===== config.mk =====
export PLATFORM = sky130hd
export DESIGN_NAME = serial_word_tx
export DESIGN_NICKNAME = d
export VERILOG_FILES = /design/src/rtl/serial_pkg.sv /design/src/rtl/bit_timer.sv /design/src/rtl/serial_word_tx.sv
export SDC_FILE = /design/constraint.sdc
export NUM_CORES = 1
export LEC_CHECK = 0
export CORE_MARGIN = 4
export CORE_UTILIZATION = 54
export DETAILED_ROUTE_END_ITERATION = 12
export GPL_ROUTABILITY_DRIVEN = 1
export PLACE_DENSITY_LB_ADDON = 0.2
export SYNTH_ARGS = -nofsm -noshare
export SYNTH_HDL_FRONTEND = slang
export SYNTH_HIERARCHICAL = 1
export SYNTH_SLANG_ARGS = --single-unit

===== constraint.sdc =====
create_clock -name clk -period 4.1 [get_ports clk]
set_input_delay 0.82 -clock clk [delete_from_list [all_inputs] [get_ports clk]]
set_output_delay 0.82 -clock clk [all_outputs]
set_load 0.02 [all_outputs]

===== src/rtl/serial_pkg.sv =====
// Shared types and widths for the serial word transmitter.
package serial_pkg;

   localparam int unsigned CFG_W = 3;
   localparam int unsigned RES_W = 3;

   typedef enum logic [1:0] {
      IDLE,
      SHIFT,
      DONE
   } state_t;

   // One step of a running mod-7 remainder: (2*res + b) mod 7, with res already < 7.
   function automatic logic [RES_W-1:0] mod7_step(input logic [RES_W-1:0] res, input logic b);
      logic [RES_W:0] t;
      t = {res, b};
      return (t >= (RES_W+1)'(7)) ? RES_W'(t - (RES_W+1)'(7)) : RES_W'(t);
   endfunction

endpackage


===== src/rtl/bit_timer.sv =====
// Bit period timer: latches the period select on accept and marks the last hold cycle of each bit.
module bit_timer
   import serial_pkg::*;
(
   input  logic             clk,
   input  logic             reset,
   input  logic             enable,
   input  logic             start,
   input  logic             active,
   input  logic [CFG_W-1:0] configure,
   output logic             bit_strobe
);

   logic [CFG_W-1:0] cfg_q;
   logic [CFG_W-1:0] tick_cnt;

   always_ff @(posedge clk) begin
      if (reset) begin
         cfg_q    <= '0;
         tick_cnt <= '0;
      end else if (start) begin
         cfg_q    <= configure;
         tick_cnt <= '0;
      end else if (enable && active) begin
         tick_cnt <= (tick_cnt == cfg_q) ? '0 : tick_cnt + CFG_W'(1);
      end
   end

   // Reset suppresses the strobe so a frame being discarded never flags a sample point.
   assign bit_strobe = active && enable && !reset && (tick_cnt == cfg_q);

endmodule


===== src/rtl/serial_word_tx.sv =====
// MSB-first serialiser of a WIDTH-bit word with programmable bit period.
// Define MOD7_CHECK_EN to add the running mod-7 residue port.
module serial_word_tx
   import serial_pkg::*;
#(
   parameter int unsigned WIDTH = 32
) (
   input  logic             clk,
   input  logic             reset,
   input  logic             enable,
   input  logic [CFG_W-1:0] configure,
   input  logic [WIDTH-1:0] data_in,
   input  logic             load_valid,
   output logic             load_ready,
   output logic             serial_out,
   output logic             bit_strobe,
   output logic             frame_active,
   output logic             done
`ifdef MOD7_CHECK_EN
   ,
   output logic [RES_W-1:0] residue
`endif
);

   localparam int unsigned CNT_W = (WIDTH > 1) ? $clog2(WIDTH) : 1;

   state_t           state;
   logic [WIDTH-1:0] shift_reg;
   logic [CNT_W-1:0] bit_cnt;
   logic             accept;
   logic             shifting;

   assign shifting = (state == SHIFT);
   assign accept   = (state == IDLE) && load_valid && enable;

   bit_timer u_bit_timer (
      .clk        (clk),
      .reset      (reset),
      .enable     (enable),
      .start      (accept),
      .active     (shifting),
      .configure  (configure),
      .bit_strobe (bit_strobe)
   );

   always_ff @(posedge clk) begin
      if (reset) begin
         state     <= IDLE;
         shift_reg <= '0;
         bit_cnt   <= '0;
      end else if (enable) begin
         unique case (state)
            IDLE: begin
               if (load_valid) begin
                  shift_reg <= data_in;
                  bit_cnt   <= CNT_W'(WIDTH - 1);
                  state     <= SHIFT;
               end
            end
            SHIFT: begin
               if (bit_strobe) begin
                  shift_reg <= shift_reg << 1;
                  bit_cnt   <= bit_cnt - CNT_W'(1);
                  if (bit_cnt == '0) begin
                     state <= DONE;
                  end
               end
            end
            DONE: begin
               state <= IDLE;
            end
            default: begin
               state <= IDLE;
            end
         endcase
      end
   end

   assign load_ready   = (state == IDLE);
   assign frame_active = shifting;
   assign serial_out   = shifting && shift_reg[WIDTH-1];
   assign done         = (state == DONE) && enable && !reset;

`ifdef MOD7_CHECK_EN
   // Residue tracks the value of the bits already on the line.
   always_ff @(posedge clk) begin
      if (reset) begin
         residue <= '0;
      end else if (accept) begin
         residue <= '0;
      end else if (bit_strobe) begin
         residue <= mod7_step(residue, shift_reg[WIDTH-1]);
      end
   end
`endif

endmodule


# Word-level counts from Yosys, hierarchy flattened
# Cells that the tools add are included.
dict set report classes {
  n_reduce_logical 15
  eq_ne 6
  n_addsub 2
  muxes 11
}
# operator n
set op_table {}
lappend op_table {{two-way mux 32 bit} 2}
lappend op_table {{case mux 32 bit (2 select lines)} 1}
lappend op_table {{two-way mux 5 bit} 2}
lappend op_table {{case mux 5 bit (2 select lines)} 1}
lappend op_table {{logical AND 1 bit} 8}
lappend op_table {{AND reduction 4 bit} 2}
lappend op_table {{two-way mux 2 bit} 3}
lappend op_table {{logical NOT 5 bit} 1}
lappend op_table {{subtractor 5 x 1 -> 5 bit, second input constant} 1}
lappend op_table {{!= test 2 bit, second input constant} 2}
lappend op_table {{case mux 2 bit (2 select lines)} 1}
lappend op_table {{adder 3 x 1 -> 3 bit, second input constant} 1}
lappend op_table {{== test 3 bit} 1}
lappend op_table {{two-way mux 3 bit} 1}
lappend op_table {{== test 2 x 1 -> 1 bit, second input constant} 1}
lappend op_table {{== test 2 bit, second input constant} 1}
lappend op_table {{logical NOT 2 bit} 1}
lappend op_table {{!= test 2 x 1 -> 1 bit, second input constant} 1}
lappend op_table {{nonzero test 2 bit} 1}
lappend op_table {{OR reduction 2 bit} 1}
lappend op_table {{logical NOT 1 bit} 1}
dict set report word_totals {
  reg_bits 45
  word_cells 39
  output_inout_bits 5
  input_bits 39
}

# Logic depth before layout (Yosys ltp)
dict set report depth {
  ltp_word 6
  depth_mapped 11
  mapped_depth_nobuf 8
}

# Modules after synthesis
# Netlist, hierarchy kept.
# mod n_inst cells_each area_per_inst_um2
set modules_own_cells {}
lappend modules_own_cells {serial_word_tx 1 227 1820.5}
lappend modules_own_cells {bit_timer 1 31 311.5}

# Least setup slack after synthesis
# No wires, ideal clock.
dict set report synth_path {
  path_type {reg-to-reg}
  from {register state[1]}
  to {register bit_cnt[3]}
  required_ps 4026
  stages_incl_launch_ff 10
  period_less_slack_ps 2768
  t_arrival_ps 2693
  setup_slack_ps 1332
  cell_sequence {dfxtp_1 > nand2b_2 > inv_2 > buf_2 > nand2_1 > nor4_2 > nor2b_1 > mux2i_2 > or4_1 > a31oi_1}
}
dict set report synth_between {
  elab_chain_cells 6
  elab_cells_between_ends 10
  cone_classes {eq/ne: 3; mux: 1; reduce/logical: 6}
}
# element line_no
set synth_rtl {}
lappend synth_rtl {{start: declaration} serial_word_tx.sv:27} ;# state_t state;
lappend synth_rtl {{start signal: assignment} serial_word_tx.sv:48} ;# state <= IDLE;
lappend synth_rtl {{start signal: assignment} serial_word_tx.sv:57} ;# state <= SHIFT;
lappend synth_rtl {{start signal: assignment} serial_word_tx.sv:65} ;# state <= DONE;
lappend synth_rtl {{== test 2 x 1 -> 1 bit} serial_word_tx.sv:33} ;# assign shifting = (state == SHIFT);
lappend synth_rtl {{via frame_active} serial_word_tx.sv:17} ;# output logic frame_active,
lappend synth_rtl {{logical AND 1 bit (3 in a row)} bit_timer.sv:30} ;# assign bit_strobe = active && enable && !reset && (tick_cnt == cfg_q);
lappend synth_rtl {{via bit_strobe} serial_word_tx.sv:16} ;# output logic bit_strobe,
lappend synth_rtl {{!= test 2 bit (no line)} n/a}
lappend synth_rtl {{AND reduction 4 bit (no line)} n/a}
lappend synth_rtl {{end signal: assignment} serial_word_tx.sv:56} ;# bit_cnt <= CNT_W'(WIDTH - 1);
lappend synth_rtl {{end signal: assignment} serial_word_tx.sv:63} ;# bit_cnt <= bit_cnt - CNT_W'(1);
lappend synth_rtl {{end: declaration} serial_word_tx.sv:29} ;# logic [CNT_W-1:0] bit_cnt;
# The timed path passes the listed nets, and every way through them passes these cells.
# A chain may end at the register's enable or synchronous reset.

# Final worst setup path
dict set report layout_path {
  from {input port enable}
  to {output port bit_strobe}
}
dict set report layout_between {
  elab_chain_cells 3
}
# element line_no
set layout_rtl {}
lappend layout_rtl {{start: declaration} serial_word_tx.sv:10} ;# input logic enable,
lappend layout_rtl {{logical AND 1 bit (3 in a row)} bit_timer.sv:30}
lappend layout_rtl {{end: declaration} serial_word_tx.sv:16}
# Every way passes these cells.

==> impl_summary.txt <==
----------------------------------------------------
[Worst setup path]
  Launching point of the worst reg2reg path ... state[0]$_SDFFE_PP0P_
  R2R cell count ... 8
  Reg-to-reg critical path endpoint ... shift_reg[19]$_SDFFE_PP0P_
  Largest driver fanout on the critical path ... 5
  Max incr delay on CP ... 0.66 ns
  Crit end category ... output pin
  Req. time, crit path ... 3.28 ns
  Most used cell, CP ... sky130_fd_sc_hd__clkdlybuf4s50_1
  CP Launch Type ... input port
  Data arrival, critical path ... 2.74 ns
  WS Path Type ... input port to output pin
  Slowest library cell on the worst path ... sky130_fd_sc_hd__clkdlybuf4s50_1
  Critical-path cell list ... clkdlybuf4s50_1 -> nand2_1 -> nor4_2 -> nor2b_1 -> clkdlybuf4s50_1
  Reg2reg setup slack ... 1.31 ns

[Finish]
  Final Instance Count excl. Fillers ... 343
  Antenna cells ... 0
  Count of filler cells inserted in the layout ... 317
  Number of nets in the layout ... 335
  Syn-to-layout area delta ... 26.6%
  Fraction of final layout cells sized beyond drive strength 1 ... 7.80%
  Largest register FFs ... 32
  Final core utilization ... 72.1%

[Worst hold path]
  Class of the tightest hold or removal check ... flop to flop
  Hold_sp ... shift_reg[3]$_SDFFE_PP0P_
  Endpoint of the worst hold path ... shift_reg[4]$_SDFFE_PP0P_
  Worst hold stages ... 2

[Clocking]
  Number of buffers inserted during clock tree synthesis ... 5
  Cell chosen for the clock root ... sky130_fd_sc_hd__clkbuf_8
  Hold buffers post-CTS ... 0
  Post-CTS setup-driven buffer insertion count ... 0
  Number of H-tree branching levels ... 2
  # resized after CTS ... 0
  CTS tree ... built
  Insertion delay of the later-clocked pin in the worst-skew pair ... 0.29 ns
  Maximum buffer depth of the clock tree ... 2
  Total number of clock tree sinks ... 45
  Post-CTS clock slew at the launch and capture registers of the worst setup and hold paths ... 0.08 ns

[Yosys]
  Top cells by count, synth ... sky130_fd_sc_hd__nand2_1, sky130_fd_sc_hd__dfxtp_1, sky130_fd_sc_hd__a21oi_1
  Number of enable-type register cells in the synthesized netlist ... 0
  Predominant post-synthesis flop cell ... sky130_fd_sc_hd__dfxtp_1
  Post-synth ARST share ... 0%
  Mean post-synth cell area ... 8.26 um2
  Cell accounting for the most synthesized area ... sky130_fd_sc_hd__dfxtp_1
  Count of distinct cell types in the synthesized netlist ... 35
  Sequential-to-total area share from yosys stat ... 42.3%
  Register bit total from synthesis ... 45
  Nets in the synthesized netlist ... 299
  Mapped Area ... 2130 um2
  Number of instances in the synthesized netlist ... 258
  Leading post-synthesis cells by cell area ... sky130_fd_sc_hd__dfxtp_1, sky130_fd_sc_hd__a311oi_1, sky130_fd_sc_hd__nand2_1, sky130_fd_sc_hd__a21oi_1, sky130_fd_sc_hd__buf_2
  YS warnings ... 6
  Most frequently used cell type in the post-synthesis netlist ... sky130_fd_sc_hd__nand2_1
  Synth top area share ... 42.3%

[Place]
  Number of placed instances, taps included ... 335
  Hpwl dp ... 3.25 mm
  Port bufs ... 43
  RD Place Congestion ... 0.772

[Detailed routing]
  Met3 routed WL ... 313 um
  Uppermost metal layer occupied by signal nets ... met4
  Mean number of vias per cell ... 5.91
  Post-DR wirelength/cell ... 14.5 um
  Detailed-routing wirelength on met1 ... 2.19 mm
  Antenna viol nets, final ... 0
  Iteration-0 DRC count of the detailed router ... 147
  Total length of routed met2 wires ... 2.38 mm
  DR DRC count ... 0
  Vias ... 2,026
  Post-detailed-routing wire length ... 4.96 mm
  Length of the first detailed-routing pass in iterations ... 4

[STA]
  Final count of pins violating max slew ... 0
  Unrepaired setup endpoints after global routing ... no
  Max transition margin ... 56.9%
  Shortest period the worst path allows ... 3.56 ns
  Hold Vio Cnt, Final ... 0
  Setup violators final ... 0
  Final Cycle Share ... 86.9%
  Worst hold-check slack ... 0.476 ns
  Maximum operating frequency ... 281 MHz
  Worst Max-Slew Pin Slew ... 0.647 ns
  Worst-case clock skew ... 0.00702 ns
  Setup total negative slack ... 0 ns

[Floorplanning]
  Effective utilization at floorplan ... 57.0%
  Floorplan row count ... 22
  Core area ... 3740 um2
  I/O Pins ... 44
  DIE WIDTH ... 70.8 um
  Overall die area ... 5020 um2
  Die Span Y ... 70.8 um

[Global routing]
  GRT Residual Overflow ... 0
  Initial antenna violation count ... 0
  Largest net degree at the start of global routing ... 36
  Global-route usage over all layers ... 19.7%
  Via count of the first global-routing pass ... 1,850
  Global-route wire length before repair ... 7.99 mm

[Pwr]
  Pwr dens ... 368 nW/um2
  Worst VDD drop ... 0.263 mV
  Leakage power figure ... 0.983 nW

[Run status]
  Outcome ... finished, final reports clean

[Flow run]
  Max capacitance violation total ... 0

----------------------------------------------------
[worst max-delay path by stage]
| stage | start | end | slack [ns] | cells past startpoint |
|---|---|---|---|---|
| final | enable | bit_strobe | 0.54 | 5 |
| after floorplan | state[1]$_SDFFE_PP0P_ | bit_cnt[3]$_SDFFE_PP0P_ | 1.33 | 9 |
| after CTS | enable | bit_strobe | 0.54 | 5 |
| after global placement | enable | bit_strobe | 0.59 | 5 |
| after detailed placement | enable | bit_strobe | 0.54 | 5 |
| after global routing | enable | bit_strobe | 0.43 | 5 |
[cells by family (layout without fill, tap and decap cells)]
logic type	after synthesis	after routing	synth area share, %
AND/OR/NAND/NOR	94	94	20.2
adder cells (fa/ha/maj)	2	2	1.17
buffers and inverters	27	64	5.63
XOR/XNOR	4	4	1.64
AO/OA/AOI/OAI	80	80	26.1
multiplexers	6	6	3.05
flip-flops	45	45	42.3
[through the flow]
stage	setup slack (ns)	area [um2]	power, mW
6_report	0.536	2700	0.994
5_1_grt	0.427	2700	1.04
4_1_cts	0.536	2700	1.00
3_5_place_dp	0.543	2580	0.663
3_3_place_gp	0.590	2580	0.659
2_1_floorplan	1.33	2130	0.596
[metal layers]
| layer | up-vias | GRT usage, % |
|---|---|---|
| met1 | 931 | 23.8 |
| li1 | 1019 | - |
| met2 | 70 | 33.0 |
| met3 | 6 | 4.40 |
| met4 | 0 | 9.60 |
| met5 | - | 0 |
[critical path, delay by kind of cell]
| kind | cells | cell delay [ns] |
|---|---|---|
| simple gates | 3 | 0.79 |
| buf+inv | 2 | 1.14 |
[layout make-up]
type / instances / area [um2] / area share (%)
multi-input combinational: 186 / 1110 / 41.2
clock buffer: 7 / 86.3 / 3.20
clock inverter: 1 / 30.0 / 1.11
inverter: 5 / 18.8 / 0.695
tap: 48 / 60.1 / 2.22
timing repair buffer: 51 / 490 / 18.2
sequential: 45 / 901 / 33.4
[placed cells by master (no fill, tap or decap), types with 6 or more instances in the layout]
| master | netlist | final |
|---|---|---|
| sky130_fd_sc_hd__a21oi_1 | 36 | 36 |
| sky130_fd_sc_hd__a311oi_1 | 34 | 34 |
| sky130_fd_sc_hd__buf_4 | 1 | 8 |
| sky130_fd_sc_hd__clkbuf_8 | 0 | 6 |
| sky130_fd_sc_hd__clkdlybuf4s50_1 | 0 | 43 |
| sky130_fd_sc_hd__dfxtp_1 | 45 | 45 |
| sky130_fd_sc_hd__nand2_1 | 66 | 66 |
[power by group]
part / switching [mW] / internal [mW] / leakage (nW)
Sequential: 0.0191 / 0.467 / 0.370
Clock: 0.141 / 0.199 / 0.0585
Combinational: 0.0875 / 0.0816 / 0.555
Total: 0.248 / 0.747 / 0.983
Power figures use the tool's default switching activity.
